File: config.mk
export PLATFORM = sky130hd
export DESIGN_NAME = sequence_generator
export DESIGN_NICKNAME = d
export VERILOG_FILES = /design/src/rtl/sequence_generator.sv
export SDC_FILE = /design/constraint.sdc
export NUM_CORES = 1
export LEC_CHECK = 0
export CAP_MARGIN = 20
export CORE_AREA = 2 2 49 74
export DETAILED_ROUTE_END_ITERATION = 16
export DIE_AREA = 0 0 51 76
export GPL_ROUTABILITY_DRIVEN = 0
export PLACE_DENSITY = 0.57
export SLEW_MARGIN = 20
export SYNTH_ARGS = -nofsm -noshare
export SYNTH_HDL_FRONTEND = slang
export SYNTH_SLANG_ARGS = --single-unit
File: constraint.sdc
create_clock -name clk -period 1.7 [get_ports clk]
set_input_delay 0.255 -clock clk [delete_from_list [all_inputs] [get_ports clk]]
set_output_delay 0.255 -clock clk [all_outputs]
set_load 0.1 [all_outputs]
File: src/rtl/sequence_generator.sv
// sequence_generator: repeats a latched WIDTH-bit pattern MSB first with optional idle gaps
module sequence_generator #(
  parameter int WIDTH = 4,
  parameter int REP_W = 4,
  parameter int GAP = 1,
  parameter logic IDLE_LEVEL = 1'b0
) (
  input  logic             clk,
  input  logic             reset,
  input  logic             start,
  input  logic [WIDTH-1:0] pattern,
  input  logic [REP_W-1:0] reps,
  input  logic             abort,
  output logic             ready,
  output logic             busy,
  output logic             data_out,
  output logic             data_valid,
  output logic             done
);
  localparam int BW = $clog2(WIDTH);
  typedef enum logic [1:0] {S_IDLE, S_SEND, S_GAP, S_DONE} state_t;
  state_t state, state_nx;
  logic [WIDTH-1:0] shift_reg, pat_reg;
  logic [BW-1:0] bit_cnt;
  logic [REP_W-1:0] rep_left;
  logic last_bit, gap_last;
  assign last_bit = bit_cnt == '0;
  if (GAP > 0) begin : g_gap
    localparam int GW = $clog2(GAP + 1);
    logic [GW-1:0] gap_cnt;
    // gap counter: loaded on entry to the gap, counts down to its last cycle
    always_ff @(posedge clk)
      gap_cnt <= reset ? '0
               : (state == S_SEND && state_nx == S_GAP) ? GW'(GAP - 1)
               : (state == S_GAP && gap_cnt != '0) ? gap_cnt - 1'b1
               : gap_cnt;
    assign gap_last = gap_cnt == '0;
  end else begin : g_no_gap
    assign gap_last = 1'b1;
  end
  // state register
  always_ff @(posedge clk)
    state <= reset ? S_IDLE : state_nx;
  // next state; abort beats start and cancels any active phase without a done pulse
  always_comb begin
    state_nx = state;
    case (state)
      S_IDLE: state_nx = (start && !abort) ? S_SEND : S_IDLE;
      S_SEND: state_nx = abort ? S_IDLE
                       : !last_bit ? S_SEND
                       : rep_left == '0 ? S_DONE
                       : (GAP > 0) ? S_GAP : S_SEND;
      S_GAP:  state_nx = abort ? S_IDLE : gap_last ? S_SEND : S_GAP;
      default: state_nx = S_IDLE;
    endcase
  end
  // datapath: latch on acceptance, shift per bit, reload the pattern copy between repetitions
  always_ff @(posedge clk) begin
    if (reset) begin
      shift_reg <= '0;
      pat_reg <= '0;
      bit_cnt <= '0;
      rep_left <= '0;
    end else if (state == S_IDLE && start && !abort) begin
      shift_reg <= pattern;
      pat_reg <= pattern;
      rep_left <= reps;
      bit_cnt <= BW'(WIDTH - 1);
    end else if (state == S_SEND && !abort) begin
      if (last_bit && rep_left != '0) begin
        shift_reg <= pat_reg;
        rep_left <= rep_left - 1'b1;
        bit_cnt <= BW'(WIDTH - 1);
      end else begin
        shift_reg <= shift_reg << 1;
        bit_cnt <= bit_cnt - 1'b1;
      end
    end
  end
  // outputs decoded from the registered state
  always_comb begin
    ready = state == S_IDLE;
    busy = state != S_IDLE;
    data_valid = state == S_SEND;
    data_out = data_valid ? shift_reg[WIDTH-1] : IDLE_LEVEL;
    done = state == S_DONE;
  end
endmodule

==> results.toml <==
[status]
outcome = "completed"

[power_and_ir_drop]
peakVddDrop_uv = 328.4
powerDensity_nw_per_um2 = 772.9
power_frac_seq = 0.441
switching_share = 0.2870
p_leak_nw = 0.4782
pwr-share-comb = 0.253
pwr-share-clk = 0.305
p_int_mw = 0.7088
power_switching_mw = 0.2853

[place]
place_inst = 170
port_buffers = 16
hpwl_um = 1553

[synth]
synth_top_family_by_area = "simple AND/OR/NAND/NOR gates"
synth_area_leaders = "dfxtp_1 (39%), nand2_1 (6.8%), a21oi_1 (4.5%)"
synth_mux_area_frac = 0
synth_xor_area_frac = 0.009929
synth_fa_ha_area_frac = 0.02837
synth_top_area_frac = 0.3858
yosys_warnings = 0
synth_nets = 118
yosysTopAreaCell = "dfxtp_1"
avgSynthCellArea_um2 = 8.482
synth_area_um2 = 882.1
synth-simple-area-share = 0.3319
seq_area_frac_synth = 0.3858
synth_compound_area_frac = 0.1787
syn-instance-count = 104
synth_cell_types = 36
synth-seq-cells = 17

[min_path]
min-delay-start = "pat_reg[1]$_SDFFE_PP0P_"
min_path_cells = 2
hold_class = "flip-flop to flip-flop"
whs_endpoint = "pat_reg[1]$_SDFFE_PP0P_"

[clock_network]
htreeDepth = 1
clkTransAtPathRegs_ps = 60
cts_tree = "built"
cts_hold_buf = 0
cts_buffers = 3
worstSkewPairLatency_ps = 250
cts-root-buf = "clkbuf_8"
clock_path_buffers = 2
cts.sinks = 17

[die]
die_x_um = 51
coreArea_um2 = 3286
die_height_um = 76
start_util = 0.2685
io_pins = 17
floorplan.die_area_um2 = 3876
num_rows = 26

[timing]
tightest_slew_ps = 357.1
fin_crit_ps = 1619
finClkSkew_ps = 5.245
final.period_utilization = 0.9522
slew_headroom = 0.7616
setup_viol = 0
fin_tns_setup_ps = 0
hold_viol = 0
rsz0062_at_grt = "yes"
slew_viol_final = 0
fmax_mhz = 617.8

[route]
drt_iter0_markers = 13
final_antenna_net_count = 0
drc_errors = 0
dr.pass1.iters = 4
routed_wl_um = 2057
wire_per_inst_um = 11.75
via_per_inst = 4.863
via_count = 851

[job]
maxCapViolCount = 0

[finish]
multi_input_area_um2 = 501.7
nets = 148
diodes = 0
seq_area_um2 = 340.3
drive_gt1_frac = 0.3008
stdcell_count = 175
n_fill_cell = 350
syn2layout_area_growth_pct = 45.82

[worst_setup_path]
regToRegStartpoint = "rep_left[0]$_SDFFE_PP0P_"
critPathMaxFanout = 10
cp.required_ps = 1870
critPathArrivalTime_ps = 1780
ff2ff_path_depth = 6
crit_type = "flip-flop to flip-flop"
critPathLaunch = "rep_left[0]$_SDFFE_PP0P_"
startpoint_type = "flip-flop"
worst_setup_path_end_kind = "flip-flop"
rr_endpoint = "rep_left[3]$_SDFFE_PP0P_"
r2r_slack_ps = 80

[global_route]
grt_pass1_vias = 859
grt_antenna_before_repair = 0
grt_pass1_wl_um = 3732
overflow = 0
track_usage = 0.1240
grt_max_degree = 11
[worst max path at each step]
stage,end,slack (ps),cells past startpoint
floorplan,data_out,-20,2
global placement,rep_left[3]$_SDFFE_PP0P_,20,5
detailed placement,rep_left[0]$_SDFFE_PP0P_,-30,6
CTS,rep_left[0]$_SDFFE_PP0P_,40,6
global route,rep_left[3]$_SDFFE_PP0P_,-2,6
finish,rep_left[3]$_SDFFE_PP0P_,80,6
[cells in the final DEF (no fill, tap or decap), types with 3 or more instances in the layout]
cell and n:
a31oi_1 3, a21boi_0 3, a21oi_1 8, and3_2 3
a311oi_1 3, inv_1 4, buf_4 15, nand2_1 16
nor2_1 5, nand2b_1 3, clkdlybuf4s50_1 11, buf_12 5
o21ai_0 3, nor3_1 4, clkbuf_8 3, dfxtp_1 17
[cell usage after synthesis (all sizes together)]
| library cell | number |
|---|---|
| or3b | 1 |
| a21boi | 3 |
| nor3 | 4 |
| and3 | 3 |
| nor4b | 2 |
| or3 | 1 |
| nand2 | 16 |
| and4 | 1 |
| clkbuf | 2 |
| nand3 | 1 |
| nand4 | 1 |
| and4bb | 1 |
| inv | 5 |
| nor2 | 5 |
| nor3b | 1 |
| a22oi | 1 |
| nor4 | 1 |
| ha | 2 |
| xnor2 | 1 |
| o21ai | 4 |
| buf | 4 |
| or2 | 1 |
| dfxtp | 17 |
| nand4b | 1 |
| and2 | 3 |
| o211ai | 1 |
| a311oi | 3 |
| a31oi | 3 |
| nor2b | 2 |
| a21oi | 8 |
| a211oi | 2 |
| nand2b | 3 |
[power groups by stage]
| stage | clock network (mW) | registers, mW | logic (mW) |
|---|---|---|---|
| 2_1_floorplan | 0 | 0.442 | 0.150 |
| 3_3_place_gp | 0 | 0.446 | 0.238 |
| 3_5_place_dp | 0 | 0.447 | 0.242 |
| 4_1_cts | 0.319 | 0.438 | 0.248 |
| 5_1_grt | 0.341 | 0.442 | 0.274 |
| 6_report | 0.304 | 0.438 | 0.252 |
[metal layers]
metal	GRT usage	vias to the layer above	wire length (µm)	part of all wire
met2	0.2104	20	1061	0.52
met3	0.02745	4	86	0.042
met1	0.1373	398	863	0.42
li1	-	429	-	-
met4	0.07027	0	45	0.022
met5	0	-	0	0
[metrics by stage]
stage / setup slack [ps] / power (mW) / instance area (µm²) / hold slack [ps] / util
6_report: 81.25 / 0.9941 / 1286 / 451.5 / 0.3915
2_1_floorplan: -20.17 / 0.5926 / 898.4 / 334.3 / -
5_1_grt: -2.341 / 1.057 / 1286 / 492.3 / 0.3915
3_5_place_dp: -25.93 / 0.6887 / 1227 / 446.3 / 0.3736
3_3_place_gp: 17.21 / 0.6838 / 1227 / 439.8 / 0.3736
4_1_cts: 44.21 / 1.005 / 1276 / 456.9 / 0.3884
[cell families after synthesis]
family	Yosys count
AOI/OAI and AO/OA	25
and+or+nand+nor	48
DFF	17
xor gates and xnor gates	1
adders and majority gates	2
buffers and inverters	11
[critical path, stage by stage (launching register included)]
cell and delay (ps):
dfxtp_1 320, inv_1 60, ha_2 180, or3b_4 440
and2_4 180, and4_4 180, nor4_2 190
[layout make-up]
cell class,instances,share of cell area
clock buffer,3,0.03210
sequential,17,0.2646
timing repair buffer,31,0.2510
inverter,5,0.01751
tap,42,0.04086
multi-input combinational,76,0.3901
clock inverter,1,0.003891
[what timing repair did]
item                                    4_1_cts  5_1_grt
resized for setup                             1        2
endpoints found under the setup margin        5        3
pin swaps                                     0        0
buffers inserted                              0        1
No activity file was read; power rests on OpenSTA's default activity.
